$ cat src/rtl/pt_check.sv
// Printable-plaintext checker: snoops the PRGA plaintext write port and decides
// whether the length-prefixed message (addr 0 = L, addrs 1..L = bytes) is all in [LO,HI].
module pt_check #(
    parameter logic [7:0] LO = 8'h20,
    parameter logic [7:0] HI = 8'h7E
) (
    input  logic       clk_i,
    input  logic       rst_i,
    input  logic       en_i,
    output logic       rdy_o,
    input  logic [7:0] wr_addr_i,
    input  logic [7:0] wr_data_i,
    input  logic       wr_en_i,
    output logic       done_o,
    output logic       key_ok_o,
    output logic       abort_o,
    output logic [7:0] count_o
);

    typedef enum logic [1:0] {IDLE, WAIT_LEN, CHECK, DONE} state_t;

    state_t     state_q, state_d;
    logic [7:0] len_q, len_d;
    logic [7:0] idx_q, idx_d;
    logic [7:0] count_q, count_d;
    logic       done_q, done_d;
    logic       key_ok_q, key_ok_d;
    logic       abort_q, abort_d;
    logic       in_range;

    assign in_range = (wr_data_i >= LO) && (wr_data_i <= HI);

    always_ff @(posedge clk_i) begin
        if (rst_i) begin
            state_q  <= IDLE;
            len_q    <= 8'd0;
            idx_q    <= 8'd0;
            count_q  <= 8'd0;
            done_q   <= 1'b0;
            key_ok_q <= 1'b0;
            abort_q  <= 1'b0;
        end else begin
            state_q  <= state_d;
            len_q    <= len_d;
            idx_q    <= idx_d;
            count_q  <= count_d;
            done_q   <= done_d;
            key_ok_q <= key_ok_d;
            abort_q  <= abort_d;
        end
    end

    always_comb begin
        state_d  = state_q;
        len_d    = len_q;
        idx_d    = idx_q;
        count_d  = count_q;
        done_d   = done_q;
        key_ok_d = key_ok_q;
        abort_d  = 1'b0;
        case (state_q)
            IDLE, DONE: begin
                if (en_i) begin
                    state_d  = WAIT_LEN;
                    done_d   = 1'b0;
                    key_ok_d = 1'b0;
                    count_d  = 8'd0;
                end
            end
            WAIT_LEN: begin
                if (wr_en_i && wr_addr_i == 8'd0) begin
                    len_d = wr_data_i;
                    if (wr_data_i == 8'd0) begin
                        state_d  = DONE;
                        done_d   = 1'b1;
                        key_ok_d = 1'b1;
                    end else begin
                        state_d = CHECK;
                        idx_d   = 8'd1;
                    end
                end
            end
            CHECK: begin
                // idx starts at 1, so a rewrite of address 0 never matches here
                if (wr_en_i && wr_addr_i == idx_q) begin
                    if (in_range) begin
                        count_d = count_q + 8'd1;
                        if (idx_q == len_q) begin
                            state_d  = DONE;
                            done_d   = 1'b1;
                            key_ok_d = 1'b1;
                        end else begin
                            idx_d = idx_q + 8'd1;
                        end
                    end else begin
                        state_d  = DONE;
                        done_d   = 1'b1;
                        key_ok_d = 1'b0;
                        abort_d  = 1'b1;
                    end
                end
            end
            default: state_d = IDLE;
        endcase
    end

    assign rdy_o    = (state_q == IDLE) || (state_q == DONE);
    assign done_o   = done_q;
    assign key_ok_o = key_ok_q;
    assign abort_o  = abort_q;
    assign count_o  = count_q;

endmodule

$ cat config.mk
export PLATFORM = sky130hd
export DESIGN_NAME = pt_check
export DESIGN_NICKNAME = d
export VERILOG_FILES = /design/src/rtl/pt_check.sv
export SDC_FILE = /design/constraint.sdc
export NUM_CORES = 1
export LEC_CHECK = 0
export BUFFER_PORTS_ARGS = -buffer_cell sky130_fd_sc_hd__buf_2
export CORE_UTILIZATION = 30
export DETAILED_ROUTE_END_ITERATION = 10
export HOLD_SLACK_MARGIN = 0.05
export PLACE_DENSITY_LB_ADDON = 0.05
export SYNTH_ARGS = -nofsm -noshare
export SYNTH_HDL_FRONTEND = slang
export SYNTH_SLANG_ARGS = --single-unit
$ cat constraint.sdc
create_clock -name clk_i -period 1.9 [get_ports clk_i]
set_clock_uncertainty 0.05 [all_clocks]
set_input_delay 0.095 -clock clk_i [delete_from_list [all_inputs] [get_ports clk_i]]
set_output_delay 0.095 -clock clk_i [all_outputs]
set_load 0.05 [all_outputs]
==> flow_metrics.tcl <==
set metrics [dict create \
    run_status "finished with violations" \
    violations_in_the_final_reports "negative setup slack" \
    timing.final.ws_setup_ps -185 \
    rsz_0062_raised_after_global_routing "true" \
    net_count_of_the_finished_layout 281 \
    regArea_um2 596 \
    netlist_instances 184 \
    finalHoldViolations 0 \
    clock_sink_count 29 \
    place.gp.congestion 0.868 \
    cts_max_path_buffers 2 \
    p_leak_nw 1.17 \
    dpl_cell_area_mm2 0.00221 \
    core_utilization_of_the_finished_layout 0.471 \
    gr-total-overflow 0 \
    wl_per_cell_um 14.4 \
    htree_num_levels 2 \
    dp_hpwl_um 3600 \
    grt_pass1_wl_um 7750 \
    switching_power_mw 0.978 \
    mappedNetlistArea_mm2 0.00170 \
    r2r_start "idx_q[7]$_SDFFE_PP0P_" \
    pin_slew_with_the_least_headroom_to_its_limit_ps 486 \
    cell_pwr_density_mw_per_mm2 1070 \
    netlist.top_cell.by_area "sky130_fd_sc_hd__dfxtp_1" \
    worstRegToRegCells 6 \
    final_layout_size_suffix_gt1_frac 0.461 \
    final.min_clock_period_ps 2090 \
    synth-edff-count 0 \
    area_of_the_multi_input_gates_mm2 0.00123 \
    cp_slowest_stage_delay_ps 430 \
    initial_cell_density_of_the_core 0.311 \
    path_buf_inv 0 \
    final_design_area_no_fill_mm2 0.00258 \
    worstSkewPairLatency_ps 280 \
    grt_start_max_net_pins 18 \
    worstPathMaxFanout 5 \
    postSynth.topFlopCell "sky130_fd_sc_hd__dfxtp_1" \
    clock_power_share 0.282 \
    via_count 1651 \
    routed_wl_um 4740 \
    flow.area_growth_from_synthesis_pct 51.5 \
    timing_endpoint_of_the_critical_path "idx_q[6]$_SDFFE_PP0P_" \
    drv_cap 0 \
    antenna_cell_count 0 \
    io-pin-count 32 \
    crit_path_end_kind "flip-flop" \
    finalSetupViolCount 13 \
    power_mw 2.75 \
    floorplan.die.width_um 77.3 \
    synthTopCellsByArea "sky130_fd_sc_hd__dfxtp_1 (34%), sky130_fd_sc_hd__xor2_1 (6.7%), sky130_fd_sc_hd__mux2i_1 (5.9%)" \
    worst_slew_margin_rel 0.667 \
    timing.critical_path.arrival_ps 2220 \
    rows 27 \
    final_non_filler_cells 330 \
    post_drt_via_cell_ratio 5.00 \
    remaining_drc_errors 0 \
    critical_path_depth 6 \
    finalMaxSlewViolations 0 \
    cp-start-kind "flip-flop" \
    number_of_global_route_vias_before_repair 1648 \
    timing.critical_path.required_ps 2040 \
    synth-seq-area-share 0.341 \
    cts_root_buffer "sky130_fd_sc_hd__clkbuf_8" \
    synthesis.yosys.warnings 0 \
    syn-mean-instance-area_um2 9.25 \
    die_height_um 77.3 \
    dr_iter_0_viols 76 \
    core-area_mm2 0.00547 \
    dieArea_mm2 0.00598 \
    antenna_violations_before_repair 0 \
    setup.reg_to_reg.worst_slack_ps -190 \
    power_switching_share 0.355 \
    power.ir.vdd_worst_v 0.000468 \
    postSynthNetCount 208 \
    drt.antenna.violating_nets 0 \
    slowest_stage "sky130_fd_sc_hd__or3b_4" \
    synthArstFlopShare 0 \
    n_fill_cell 556 \
    grt_util_all_layers 0.166 \
    numCtsBuffers 5 \
    crit_path_cell_trace "xnor2_4 -> nand4_4 -> or3_4 -> or2_1 -> or3b_4 -> o31ai_1" \
    fmax_ghz 0.480 \
    post-place-cells 312 \
    worstHoldPathType "primary input to flip-flop" \
    timing.critical_path.max_delay_family "simple AND/OR/NAND/NOR gates" \
    cell_internal_pwr_mw 1.77 \
    crit_path_launch "idx_q[7]$_SDFFE_PP0P_" \
    drt_first_pass_iters 4 \
    synth_top_area_share 0.341 \
    period_share 1.10 \
    crit_type "flip-flop to flip-flop" \
    worst_setup_hold_path_clk_slew_ps 70 \
    netlist-cell-type-count 52 \
    postSynthRegisterBits 29 \
    dp_slack_ps -282 \
    crit-reg2reg-capture "idx_q[6]$_SDFFE_PP0P_" \
    portBuffers 31 \
    tritoncts "done" \
    power.combinational.fraction 0.464 \
    pwr-share-seq 0.255 \
]
## how the worst min path moves through the flow
stage                       from                     to  depth (start not counted)
finish              wr_data_i[3]  len_q[3]$_SDFFE_PP0P_                          3
global route        wr_data_i[3]  len_q[3]$_SDFFE_PP0P_                          3
CTS                 wr_data_i[3]  len_q[3]$_SDFFE_PP0P_                          3
detailed placement  wr_data_i[0]  len_q[0]$_SDFFE_PP0P_                          3
global placement    wr_data_i[2]  len_q[2]$_SDFFE_PP0P_                          3
floorplan           wr_data_i[0]  len_q[0]$_SDFFE_PP0P_                          2
## placed cells by master (no fill, tap or decap), types with 6 or more instances in the layout
cell,instances
sky130_fd_sc_hd__a21oi_1,7
sky130_fd_sc_hd__dfxtp_1,21
sky130_fd_sc_hd__o211ai_1,6
sky130_fd_sc_hd__nor2_1,18
sky130_fd_sc_hd__buf_4,32
sky130_fd_sc_hd__nand2_1,6
sky130_fd_sc_hd__dfxtp_2,6
sky130_fd_sc_hd__inv_1,8
sky130_fd_sc_hd__xor2_1,10
sky130_fd_sc_hd__dlygate4sd3_1,6
sky130_fd_sc_hd__mux2i_1,10
sky130_fd_sc_hd__buf_2,31
## timing repair
action / 4_1_cts / 5_1_grt
resized for setup: 19 / 16
endpoints found under the setup margin: 16 / 19
pin swaps: 11 / 6
hold buffers: 6 / 0
hold endpoints to repair: 6 / 0
buffers inserted: 3 / 1
## Yosys cell counts (all sizes together) (2+ instances only)
library cell and number:
inv 8, o21ai 6, nor4 3, nor3 2, xor2 13, o31ai 6
ha 4, a211oi 2, mux2i 10, nand2b 3, dfxtp 29, nor2 19
or2 4, o211ai 6, nand4 6, nand3 8, a21oi 7, xnor2 8
nand2 7, or3 2, nor2b 2, buf 5, a21o 2, or4 3
o41ai 2, clkbuf 2
## worst register-to-register path, delay by kind of cell, from the launching register on
kind / cells / cell delay (ps)
flip-flops: 1 / 380
XOR/XNOR: 1 / 150
AO/OA/AOI/OAI: 1 / 200
AND/OR/NAND/NOR: 4 / 1210
## state kept, by name, summed over array words and instances, names as in the netlist
name / flops
abort_o: 1
idx_q: 8
len_q: 8
state_q: 2
done_o: 1
key_ok_o: 1
count_o: 8
## final cells by class
cell class	instances	area share
multi-input cells	140	0.477
clock buffers	5	0.0267
inverters	8	0.0116
repair buffers	73	0.194
clock inverters	3	0.0252
well taps	72	0.0349
flip-flops and latches	29	0.231
## power groups by stage
stage               Combinational, mW  Clock (mW)  Sequential [mW]
floorplan                       0.653           0            0.788
global placement                 1.15           0            0.710
detailed placement               1.15           0            0.713
CTS                              1.22       0.792            0.700
global route                     1.39       0.818            0.705
finish                           1.28       0.775            0.700
## cells by family (layout without fill, tap and decap cells)
family / Yosys count / after routing / synth area share
AND/OR/NAND/NOR: 67 / 67 / 0.222
AO/OA/AOI/OAI: 37 / 37 / 0.162
flip-flops: 29 / 29 / 0.341
XOR/XNOR: 21 / 21 / 0.132
buffers and inverters: 15 / 89 / 0.0485
multiplexers: 11 / 11 / 0.0654
adder cells (fa/ha/maj): 4 / 4 / 0.0294
## per-layer routing
layer,wire length (um),up-vias,part of all wire,track usage
met5,0,-,0,0
met4,51,0,0.011,0.0509
met3,197,5,0.042,0.0388
met2,2520,49,0.53,0.306
met1,1970,790,0.42,0.187
li1,-,807,-,-
## metrics by stage
step                TNS [ps]  hold WS (ps)
CTS                    -1400          51.0
global route           -2880          70.6
floorplan               -779           189
detailed placement     -2560           324
global placement       -2340           310
finish                 -1460          55.6
Power figures use the tool's default switching activity.
